**src/rtl/switch_pkg.sv**
```systemverilog
// Shared types and constants for the switch ingress path: parser states and
// the 10-bit frame buffer entry.
package switch_pkg;

  localparam logic [7:0] DEFAULT_SOF_BYTE = 8'hAA;
  localparam logic [7:0] DEFAULT_EOF_BYTE = 8'h55;

  typedef enum logic [2:0] {
    RX_IDLE,
    RX_DA,
    RX_SA,
    RX_LEN,
    RX_PAYLOAD,
    RX_PARITY,
    RX_EOF
  } rx_state_t;

  typedef struct packed {
    logic       eop;
    logic       sop;
    logic [7:0] data;
  } fifo_entry_t;

endpackage

```
**src/rtl/frame_fifo.sv**
```systemverilog
// Frame buffer with speculative write pointer, commit pointer and read pointer.
// Only bytes below commit_ptr are visible to the first-word-fall-through reader.
module frame_fifo
  import switch_pkg::*;
#(
  parameter int FIFO_DEPTH = 64
) (
  input  logic                        clock,
  input  logic                        reset,
  input  logic                        wr_en,
  input  fifo_entry_t                 wr_entry,
  input  logic                        commit,
  input  logic                        rollback,
  input  logic                        rd_ready,
  output fifo_entry_t                 rd_entry,
  output logic                        rd_valid,
  output logic [$clog2(FIFO_DEPTH):0] level
);

  localparam int AW = $clog2(FIFO_DEPTH);
  localparam int PW = AW + 1;

  fifo_entry_t   mem [FIFO_DEPTH];
  logic [PW-1:0] wr_ptr;
  logic [PW-1:0] commit_ptr;
  logic [PW-1:0] rd_ptr;

  // The extra pointer bit separates a full buffer from an empty one.
  assign rd_valid = (rd_ptr != commit_ptr);
  assign rd_entry = mem[rd_ptr[AW-1:0]];
  assign level    = wr_ptr - rd_ptr;

  // NOTE: non-blocking assignments so every pointer update sees pre-edge values,
  // which lets commit capture wr_ptr while a rollback or write is also decided.
  always_ff @(posedge clock or posedge reset) begin
    if (reset) begin
      wr_ptr     <= '0;
      commit_ptr <= '0;
      rd_ptr     <= '0;
    end else begin
      if (rollback) begin
        wr_ptr <= commit_ptr;
      end else if (wr_en) begin
        wr_ptr <= wr_ptr + PW'(1);
      end
      if (commit) begin
        commit_ptr <= wr_ptr;
      end
      if (rd_valid && rd_ready) begin
        rd_ptr <= rd_ptr + PW'(1);
      end
    end
  end

  // NOTE: the storage array is deliberately not reset; the pointers alone
  // decide which entries are meaningful.
  always_ff @(posedge clock) begin
    if (wr_en && !rollback) begin
      mem[wr_ptr[AW-1:0]] <= wr_entry;
    end
  end

endmodule

```
**src/rtl/switch_packet_receiver.sv**
```systemverilog
// Ingress frame parser: checks SOF/DA/SA/LEN/PAYLOAD/PARITY/EOF frames, keeps
// good ones in a commit/rollback buffer and streams them out with sop/eop.
module switch_packet_receiver
  import switch_pkg::*;
#(
  parameter int         FIFO_DEPTH = 64,
  parameter int         MAX_LEN    = 32,
  parameter logic [7:0] SOF_BYTE   = DEFAULT_SOF_BYTE,
  parameter logic [7:0] EOF_BYTE   = DEFAULT_EOF_BYTE
) (
  input  logic       clock,
  input  logic       reset,
  input  logic [7:0] data_in,
  input  logic       sw_enable_in,
  output logic       read_out,
  output logic [7:0] out_data,
  output logic       out_sop,
  output logic       out_eop,
  output logic       out_valid,
  input  logic       out_ready,
  output logic       err_parity,
  output logic       err_eof,
  output logic       err_len,
  output logic       err_ovf
);

  localparam int            PW        = $clog2(FIFO_DEPTH) + 1;
  localparam int            CW        = $clog2(MAX_LEN + 1);
  localparam logic [7:0]    MAX_LEN_B = 8'(MAX_LEN);
  localparam logic [PW-1:0] DEPTH_P   = PW'(FIFO_DEPTH);
  localparam logic [PW-1:0] NEED_P    = PW'(MAX_LEN + 3);

  rx_state_t     state;
  logic [CW-1:0] cnt;
  logic [7:0]    parity_acc;
  logic [7:0]    parity_byte;
  logic          drop_flag;

  logic          wr_en;
  fifo_entry_t   wr_entry;
  logic          commit;
  logic          rollback;
  logic          ev_len;
  logic          ev_ovf;
  logic          ev_eof;
  logic          ev_par;
  fifo_entry_t   rd_entry;
  logic          rd_valid;
  logic [PW-1:0] level;
  logic [PW-1:0] free;

  // Reads in the SOF cycle are not credited, so admission stays conservative.
  assign free = DEPTH_P - level;

  // NOTE: every signal driven here gets a default first, so no latch is inferred.
  always_comb begin
    wr_en         = 1'b0;
    wr_entry      = '0;
    wr_entry.data = data_in;
    commit        = 1'b0;
    ev_len        = 1'b0;
    ev_ovf        = 1'b0;
    ev_eof        = 1'b0;
    ev_par        = 1'b0;
    if (sw_enable_in) begin
      case (state)
        RX_DA: begin
          wr_en        = !drop_flag;
          wr_entry.sop = 1'b1;
        end
        RX_SA: wr_en = !drop_flag;
        RX_LEN: begin
          if (data_in > MAX_LEN_B) begin
            ev_len = 1'b1;
          end else begin
            wr_en        = !drop_flag;
            wr_entry.eop = (data_in == 8'd0);
          end
        end
        RX_PAYLOAD: begin
          wr_en        = !drop_flag;
          wr_entry.eop = (cnt == CW'(1));
        end
        RX_EOF: begin
          if (drop_flag) begin
            ev_ovf = 1'b1;
          end else if (data_in != EOF_BYTE) begin
            ev_eof = 1'b1;
          end else if (parity_acc != parity_byte) begin
            ev_par = 1'b1;
          end else begin
            commit = 1'b1;
          end
        end
        default: ;
      endcase
    end
  end

  assign rollback = ev_len | ev_ovf | ev_eof | ev_par;

  always_ff @(posedge clock or posedge reset) begin
    if (reset) begin
      state       <= RX_IDLE;
      cnt         <= '0;
      parity_acc  <= '0;
      parity_byte <= '0;
      drop_flag   <= 1'b0;
      read_out    <= 1'b0;
      err_parity  <= 1'b0;
      err_eof     <= 1'b0;
      err_len     <= 1'b0;
      err_ovf     <= 1'b0;
    end else begin
      read_out   <= commit;
      err_parity <= ev_par;
      err_eof    <= ev_eof;
      err_len    <= ev_len;
      err_ovf    <= ev_ovf;
      if (sw_enable_in) begin
        unique case (state)
          RX_IDLE: begin
            if (data_in == SOF_BYTE) begin
              state      <= RX_DA;
              parity_acc <= '0;
              drop_flag  <= (free < NEED_P);
            end
          end
          RX_DA: begin
            parity_acc <= parity_acc ^ data_in;
            state      <= RX_SA;
          end
          RX_SA: begin
            parity_acc <= parity_acc ^ data_in;
            state      <= RX_LEN;
          end
          RX_LEN: begin
            parity_acc <= parity_acc ^ data_in;
            if (data_in > MAX_LEN_B) begin
              state <= RX_IDLE;
            end else if (data_in == 8'd0) begin
              state <= RX_PARITY;
            end else begin
              cnt   <= CW'(data_in);
              state <= RX_PAYLOAD;
            end
          end
          RX_PAYLOAD: begin
            parity_acc <= parity_acc ^ data_in;
            cnt        <= cnt - CW'(1);
            if (cnt == CW'(1)) begin
              state <= RX_PARITY;
            end
          end
          RX_PARITY: begin
            parity_byte <= data_in;
            state       <= RX_EOF;
          end
          RX_EOF:  state <= RX_IDLE;
          default: state <= RX_IDLE;
        endcase
      end
    end
  end

  frame_fifo #(
    .FIFO_DEPTH(FIFO_DEPTH)
  ) u_fifo (
    .clock    (clock),
    .reset    (reset),
    .wr_en    (wr_en),
    .wr_entry (wr_entry),
    .commit   (commit),
    .rollback (rollback),
    .rd_ready (out_ready),
    .rd_entry (rd_entry),
    .rd_valid (rd_valid),
    .level    (level)
  );

  // Outputs are forced low when nothing is committed so reset reads as all-zero.
  assign out_valid = rd_valid;
  assign out_data  = rd_valid ? rd_entry.data : 8'd0;
  assign out_sop   = rd_valid & rd_entry.sop;
  assign out_eop   = rd_valid & rd_entry.eop;

endmodule

```
**config.mk**
```make
export PLATFORM = sky130hd
export DESIGN_NAME = switch_packet_receiver
export DESIGN_NICKNAME = d
export VERILOG_FILES = /design/src/rtl/switch_pkg.sv /design/src/rtl/frame_fifo.sv /design/src/rtl/switch_packet_receiver.sv
export SDC_FILE = /design/constraint.sdc
export NUM_CORES = 1
export LEC_CHECK = 0
export ABC_AREA = 1
export ABC_CLOCK_PERIOD_IN_PS = 7250
export CAP_MARGIN = 20
export CORE_ASPECT_RATIO = 1.1
export CORE_MARGIN = 3
export CORE_UTILIZATION = 50
export DETAILED_ROUTE_END_ITERATION = 16
export HOLD_SLACK_MARGIN = 0.12
export PLACE_DENSITY = 0.63
export SLEW_MARGIN = 25
export SYNTH_ARGS = -nofsm -noshare
export SYNTH_HDL_FRONTEND = slang
export SYNTH_SLANG_ARGS = --single-unit
```
**constraint.sdc**
```tcl
create_clock -name clock -period 7.25 [get_ports clock]
set_clock_uncertainty 0.15 [all_clocks]
set_input_delay 1.45 -clock clock [delete_from_list [all_inputs] [get_ports clock]]
set_output_delay 1.45 -clock clock [all_outputs]
set_load 0.005 [all_outputs]
```
# Word level (Yosys, flattened, before mapping)
# Memory sizes are Yosys's and may differ from the RTL's.
# Cells that the tools add are included.
# totals
ff_bits,52
latchBits,0
ram_bits,640
romBits,0
inputBits,12
wordCells,100
n_memories,1
# memory_table
name,depth,width,read_ports,rd_clocked_by_memory_dff,wr,line,source
u_fifo.mem,64,10,1,0,1,frame_fifo.sv:23,fifo_entry_t mem [FIFO_DEPTH];
# classes
addsub,5
n_mul,0
div,0
n_lt_le_gt_ge,2
n_eq_ne,15
n_shift,0
n_mux,42
bitwise_logic,6
reduce_logical,16
# ops
operator,count
$mux W1,27
$pmux W3 S6,1
$mux W8,2
$pmux W8 S2,1
$add A7 B1 Y7 const B,2
$mux W7,2
$mux W6,2
$pmux W6 S2,1
$eq A3 B3 Y1 const B,3
$mux W3,3
$reduce_and A3 Y1,3
$eq A8 B8 Y1 const B,1
$gt A8 B6 Y1 const B,1
$logic_not A8 Y1,1
$ne A2 B2 Y1 const B,4
$ne A8 B7 Y1 const B,1
$ne A8 B8 Y1,1
$xor A8 B8 Y8,1
$lt A7 B6 Y1 const B,1
$ne A7 B7 Y1,1
$sub A7 B7 Y7,1
$sub A7 B7 Y7 const A,1
$eq A3 B2 Y1 const B,2
$eq A6 B1 Y1 const B,1
other kinds (14),22

# Depth between registers and ports, before layout
# Gate-level depths: netlist of the first run.
# logic_depth
depth_word,11
ltp_mapped,16
mapped_depth_nobuf,13

# Modules after synthesis
# Synthesis of the first run repeated with hierarchy kept, for this count alone.
# hier_totals
hier_cells,2934
area_unflattened_um2,30422.9
# by_module_without_submodules
mod,instances,cells_per_inst,area_each_um2
frame_fifo,1,2620,28244.6
switch_packet_receiver,1,314,2178.3

# Worst setup path after synthesis of the first run
# No wires, ideal clock.
# synth_timing
path_type,in2reg
start,input port sw_enable_in
end,"memory u_fifo.mem[0][8] in the netlist's numbering, data pin"
setup_time_ps,682
t_arrival_ps,3993
required_ps,6418
setup_slack_ps,2426
path_stages,2
path_cell_list,inv_1 > nor3_1
# synth_rtl
element,line,source
"start, declared",switch_packet_receiver.sv:14,"input logic sw_enable_in,"
"end, declared",frame_fifo.sv:23,

# Final worst setup path of the first run
# layout_timing
start,register u_fifo.rd_ptr[2]
end,output port out_data[7]
# layout_via
elab_chain_cells,2
word_cells_on_any_way,3
cone_classes,eq/ne: 1; mux: 1; memory: 1
# layout_lines
element,line,source
"start, declared",frame_fifo.sv:26,logic [PW-1:0] rd_ptr;
"start signal, assigned",frame_fifo.sv:50,rd_ptr <= rd_ptr + PW'(1);
$mem_v2 Z64 W10 / $ne A7 B7 Y1 (equally long branches),-,
$mux W8 *,switch_packet_receiver.sv:183,assign out_data = rd_valid ? rd_entry.data : 8'd0;
"end, declared",switch_packet_receiver.sv:16,"output logic [7:0] out_data,"
# Every way passes the cells marked *; elsewhere a longest branch is shown, timed or not.

==> impl_metrics.tcl, run 1 <==
set metrics [dict create \
    run_status "complete, no violations" \
    design.die.area_um2 63900 \
    synthesis.area_per_instance_um2 10.2 \
    grtUsageTotal_pct 25.0 \
    data_arrival_at_the_endpoint_of_the_critical_path_ps 4380 \
    synthSimpleGateAreaFrac_pct 22.5 \
    cts_root_buffer "sky130_fd_sc_hd__clkbuf_16" \
    flow.area_growth_from_synthesis_pct 10.2 \
    internal_power_mw 7.87 \
    grt.overflow.total 0 \
    p_switching_mw 4.86 \
    final_common_cell "sky130_fd_sc_hd__nand2_1" \
    first_global_vias 19900 \
    cts_tree "done" \
    placement_rows 94 \
    period_share_pct 82.4 \
    place_area_um2 31300 \
    synth_xor_xnor_area_share_pct 1.12 \
    largest_net_degree_at_the_start_of_global_routing 203 \
    sequentialPowerShare_pct 37.0 \
    worst-endpoint-required_ps 5650 \
    synthAdderAreaFrac_pct 0.682 \
    synth_warnings 0 \
    detail-route-antenna-nets 0 \
    postLayoutCoreUtil_pct 55.9 \
    num_io_pins 28 \
    first_pass_iters 7 \
    synth.area.mux_share_pct 0 \
    crit_path_end_kind "output port" \
    cell_area_after_technology_mapping_um2 30500 \
    rsz_0062_raised_after_global_routing "no" \
    vias_per_cell 5.39 \
    postLayoutCellArea_um2 33600 \
    cts-buffers-inserted 71 \
    port-buffer-count 27 \
    drive_gt1_share_pct 6.05 \
    ys_seq_area_share_pct 67.4 \
    clkTransAtPathRegs_ps 60 \
    fillers 5139 \
    fmax_mhz 167 \
    pwr_density_cell_nw_per_um2 379 \
    cts-hold-fix-buffers 0 \
    switching_share_pct 38.2 \
    ctsHtreeMaxLevel 3 \
    share_clk_of_total_power_pct 28.0 \
    period_minus_slack_ps 5980 \
    timing.setup.critical_path_class "reg2out" \
    fin_hold_ws_ps 332 \
    synthesis.instances 2979 \
    cts_post_setup_buffers_inserted 0 \
    path_type_of_the_worst_min_delay_path "reg2reg" \
    dp.final_hpwl_um 46600 \
    least_margin_pin_slew_ps 1060 \
    cts-root-to-sink-buffers 3 \
    coreArea_um2 60100 \
    synth_area_in_compound_gates_pct 2.36 \
    post_synth_num_cell_types 44 \
    horiz_die_dim_um 241 \
    yosys_reg_bits 692 \
    floorplan.die.height_um 265 \
    clk-insertion-delay-late_ps 620 \
    combinational_family_with_the_most_area_after_synthesis "simple AND/OR/NAND/NOR gates" \
    layout.cells.most_common_list "1038 x sky130_fd_sc_hd__nand2_1, 640 x sky130_fd_sc_hd__edfxtp_1, 301 x sky130_fd_sc_hd__nand3_1" \
    worstPathMaxFanout 52 \
    max_slew_margin_pct 29.3 \
    startpoint_type "register" \
    numClockSinks 692 \
    drt-initial-drc-count 2087 \
    finalSetupTns_ps 0 \
    timing.final.max_slew_violations 0 \
    maxCapViolCount 0 \
    leakagePower_nw 13.6 \
    grt_antenna_before_repair 0 \
    power.combinational.fraction_pct 35.0 \
    rrSetupSlack_ps 3460 \
    place_congestion 0.861 \
    post_cts_resize_count 0 \
    nets 2999 \
    post_drt_wl_per_cell_um 20.6 \
    final_hold_viols 0 \
    floorplan.initialDensity_pct 50.7 \
    power.ir.vdd_worst_uv 214 \
    wire_length_of_the_first_global_routing_pass_um 120000 \
    drc_errors 0 \
    finalWirelength_um 79200 \
    setup_violations 0 \
    routed-via-count 20700 \
    synth_nets 3007 \
]
-- metal layers --
layer,up-vias,GRT usage (%),wire length [µm]
met5,-,0,0
met2,800,40.6,38000
li1,9776,-,-
met3,150,3.74,5510
met4,0,9.32,2740
met1,10000,34.2,33000
-- cells in the mapped netlist, drive strengths merged --
library cell / count / area share, %
a21o: 1 / 0.025
a21oi: 27 / 0.44
a31oi: 2 / 0.041
and2b: 1 / 0.025
and3: 2 / 0.041
buf: 107 / 2.0
clkbuf: 31 / 0.38
clkinv: 3 / 0.037
dfrtp: 52 / 4.3
edfxtp: 640 / 63
fa: 1 / 0.066
ha: 15 / 0.62
inv: 286 / 3.5
nand2: 1046 / 13
nand3: 305 / 5.1
nand3b: 1 / 0.037
nand4: 16 / 0.35
nor2: 278 / 3.5
nor3: 13 / 0.28
nor4: 2 / 0.062
o211ai: 1 / 0.025
o21ai: 96 / 1.6
o21bai: 2 / 0.049
o31ai: 8 / 0.20
or2: 4 / 0.082
xnor2: 24 / 0.69
xor2: 15 / 0.43
-- cell type report --
class | instances | area [µm²] | area share, %
flip-flops and latches | 692 | 20500 | 61.2
multi-input cells | 1860 | 8170 | 24.3
clock buffers | 83 | 1910 | 5.68
inverters | 289 | 1090 | 3.26
well taps | 816 | 1020 | 3.04
repair buffers | 57 | 505 | 1.51
clock inverters | 46 | 343 | 1.02
diodes | 1 | 2.50 | 0.00745
-- worst paths after layout --
kind	depth (start not counted)	to	startpoint
setup / recovery	13	out_data[7]	u_fifo.rd_ptr[2]
hold / removal	2	cnt[1]	cnt[1]
setup reg to reg	12	drop_flag	u_fifo.rd_ptr[0]
hold reg to reg	2	cnt[1]	cnt[1]
max in group asynchronous	3	u_fifo.rd_ptr[0]	reset
min in group asynchronous	3	err_len	reset
-- sequential cells by signal (all words and copies together) (netlist names) --
signal and cells:
u_fifo.mem 640, parity_acc 8, parity_byte 8, u_fifo.commit_ptr 7, u_fifo.rd_ptr 7, u_fifo.wr_ptr 7, cnt 6, state 3
drop_flag 1, err_eof 1, err_len 1, err_ovf 1, err_parity 1, read_out 1
-- critical path, cell delays in order, from the launching register on --
cell                              delay [ps]
sky130_fd_sc_hd__dfrtp_2                 370
sky130_fd_sc_hd__buf_4                   630
sky130_fd_sc_hd__nand2_1                 330
sky130_fd_sc_hd__inv_1                   490
sky130_fd_sc_hd__buf_4                   460
sky130_fd_sc_hd__nand2_1                 110
sky130_fd_sc_hd__nand2_1                 140
sky130_fd_sc_hd__inv_1                    60
sky130_fd_sc_hd__nand2_1                  60
sky130_fd_sc_hd__nand2_1                  40
sky130_fd_sc_hd__nand2_1                 130
sky130_fd_sc_hd__nor2_1                   70
sky130_fd_sc_hd__nor2_1                  260
sky130_fd_sc_hd__clkdlybuf4s50_1         560
-- power by group through the flow --
stage | Clock [mW] | Sequential [mW] | Combinational [mW]
after detailed placement | 0 | 4.79 | 4.43
after CTS | 3.62 | 4.71 | 4.44
after global placement | 0 | 4.78 | 4.36
after floorplan | 0 | 4.65 | 3.07
final | 3.57 | 4.71 | 4.45
after global routing | 3.78 | 4.72 | 4.92
-- metrics by stage --
step                total power, mW  setup WS [ps]  cells
floorplan                      7.71           2430   2979
global placement               9.15           1970   3714
detailed placement             9.21           2030   3714
CTS                            12.8           1360   3843
global route                   13.4           1140   3843
finish                         12.7           1270   3844
-- logic make-up (layout without fill, tap and decap cells) --
group | Yosys count | in the layout
AOI/OAI and AO/OA | 137 | 137
and+or+nand+nor | 1668 | 1668
other | 0 | 1
DFF | 692 | 692
buffers and inverters | 427 | 475
xor gates and xnor gates | 39 | 39
adders and majority gates | 16 | 16
Power figures use the tool's default switching activity.
==> run 2: changes to the inputs <==
--- a/config.mk
+++ b/config.mk
@@ -6,7 +6,7 @@
 export NUM_CORES = 1
 export LEC_CHECK = 0
 export ABC_AREA = 1
-export ABC_CLOCK_PERIOD_IN_PS = 7250
+export ABC_CLOCK_PERIOD_IN_PS = 5500
 export CAP_MARGIN = 20
 export CORE_ASPECT_RATIO = 1.1
 export CORE_MARGIN = 3
==> constraint.sdc (replaced) <==
create_clock -name clock -period 5.5 [get_ports clock]
set_clock_uncertainty 0.15 [all_clocks]
set_input_delay 1.1 -clock clock [delete_from_list [all_inputs] [get_ports clock]]
set_output_delay 1.1 -clock clock [all_outputs]
set_load 0.005 [all_outputs]
==> impl_metrics.tcl, run 2 (same netlist as run 1, synthesis figures left out) <==
set metrics [dict create \
    run_status "complete, no violations" \
    largest_net_degree_at_the_start_of_global_routing 189 \
    worst-endpoint-required_ps 4250 \
    maxCapViolCount 0 \
    crit_path_end_kind "output port" \
    cts_tree "done" \
    design.die.area_um2 63900 \
    grt_antenna_before_repair 1 \
    routed-via-count 21100 \
    first_global_vias 20300 \
    period_share_pct 91.6 \
    post_drt_wl_per_cell_um 21.4 \
    placement_rows 94 \
    cts-hold-fix-buffers 0 \
    holdCritStartpoint "cnt[1]" \
    place_congestion 0.881 \
    wire_length_of_the_first_global_routing_pass_um 125000 \
    pwr_density_cell_nw_per_um2 500 \
    path_type_of_the_worst_min_delay_path "reg2reg" \
    ctsHtreeMaxLevel 3 \
    detail-route-antenna-nets 0 \
    least_margin_pin_slew_ps 1100 \
    worstPathMaxFanout 50 \
    post_cts_resize_count 0 \
    drive_gt1_share_pct 6.65 \
    fmax_mhz 198 \
    horiz_die_dim_um 241 \
    leakagePower_nw 13.8 \
    finalWirelength_um 82700 \
    grtUsageTotal_pct 26.2 \
    drt-initial-drc-count 2419 \
    power.ir.vdd_worst_uv 643 \
    use_met1_pct 36.6 \
    first_pass_iters 6 \
    dp.final_hpwl_um 48900 \
    final_hold_viols 0 \
    timing.setup.critical_path_class "reg2out" \
    period_minus_slack_ps 5040 \
    flow.area_growth_from_synthesis_pct 11.0 \
    grt.overflow.total 0 \
    layout.cells.most_common_list "1038 x sky130_fd_sc_hd__nand2_1, 640 x sky130_fd_sc_hd__edfxtp_1, 301 x sky130_fd_sc_hd__nand3_1" \
    clkTransAtPathRegs_ps 60 \
    coreArea_um2 60100 \
    place_area_um2 31500 \
    postLayoutCellArea_um2 33800 \
    timing.final.max_slew_violations 0 \
    cts_root_buffer "sky130_fd_sc_hd__clkbuf_16" \
    critical_path.reg2reg.startpoint "state[2]" \
    groute.layer.met2.usage_pct 42.3 \
    startpoint_type "register" \
    numClockSinks 692 \
    max_slew_margin_pct 26.2 \
    nets 3025 \
    clk-insertion-delay-late_ps 610 \
    finalSetupTns_ps 0 \
    drc_errors 0 \
    data_arrival_at_the_endpoint_of_the_critical_path_ps 3790 \
    floorplan.initialDensity_pct 50.7 \
    rsz_0062_raised_after_global_routing "no" \
    setup_violations 0 \
    flip_flop_count_of_the_largest_register_after_layout 640 \
    final_common_cell "sky130_fd_sc_hd__nand2_1" \
    floorplan.die.height_um 265 \
    grt_use_met3_pct 3.53 \
    cts-buffers-inserted 72 \
    top_usage_layer "met2" \
    num_io_pins 28 \
    vias_per_cell 5.45 \
    cts_post_setup_buffers_inserted 0 \
    startpoint "u_fifo.rd_ptr[1]" \
    port-buffer-count 27 \
    antenna_cells_inserted 0 \
    cts-root-to-sink-buffers 3 \
]
## run 2: changes by cell type in the layout (fill, tap and decap cells not counted), sizes merged
cell,change
buf,+25
clkbuf,+16
clkinv,-13
clkinvlp,-2
diode,-1
## run 2: final timing paths
check                      slack (ps)                 to  depth (start not counted)
setup / recovery                  460            out_sop                         11
hold / removal                    350             cnt[1]                          2
setup reg to reg                 2000  u_fifo.mem[26][0]                          8
hold reg to reg                   350             cnt[1]                          2
max in group asynchronous        3600   u_fifo.rd_ptr[0]                          3
min in group asynchronous         790          drop_flag                          2
## run 2: critical path, stage by stage (launching register included)
cell and delay [ps]:
sky130_fd_sc_hd__dfrtp_4 630, sky130_fd_sc_hd__inv_4 540, sky130_fd_sc_hd__buf_12 300, sky130_fd_sc_hd__nand3_1 120, sky130_fd_sc_hd__a21oi_1 270, sky130_fd_sc_hd__nor2_1 170, sky130_fd_sc_hd__nand2_1 120, sky130_fd_sc_hd__nand2_1 60
sky130_fd_sc_hd__nor2_1 100, sky130_fd_sc_hd__nor2_1 50, sky130_fd_sc_hd__nor2_1 200, sky130_fd_sc_hd__clkdlybuf4s50_1 550
## run 2: report_power, final
group	switching (mW)	total (mW)	internal [mW]
Combinational	4.28	6.06	1.78
Sequential	0.203	6.13	5.93
Clock	1.98	4.73	2.75
## run 2: layout make-up
| cell class | instances | area [µm²] |
|---|---|---|
| well taps | 816 | 1020 |
| flip-flops and latches | 692 | 20500 |
| clock inverters | 31 | 274 |
| repair buffers | 82 | 743 |
| multi-input cells | 1860 | 8170 |
| fillers | 5143 | 26300 |
| clock buffers | 99 | 1980 |
| inverters | 289 | 1090 |
## run 2: layer usage
layer | vias up | wire length, µm
met5 | - | 0
met4 | 0 | 2700
met3 | 160 | 6500
met2 | 936 | 39600
met1 | 10200 | 34000
li1 | 9814 | -
## run 2: metrics by stage
step           cells  power [mW]  setup slack, ps  hold slack [ps]  util, %
2_1_floorplan   2979        10.2             1030              303        -
3_3_place_gp    3739        12.2             1180              322     52.5
3_5_place_dp    3739        12.2             1160              339     52.5
4_1_cts         3869        16.9              498              358     56.2
5_1_grt         3869        17.8              337              372     56.2
6_report        3869        16.9              461              351     56.2
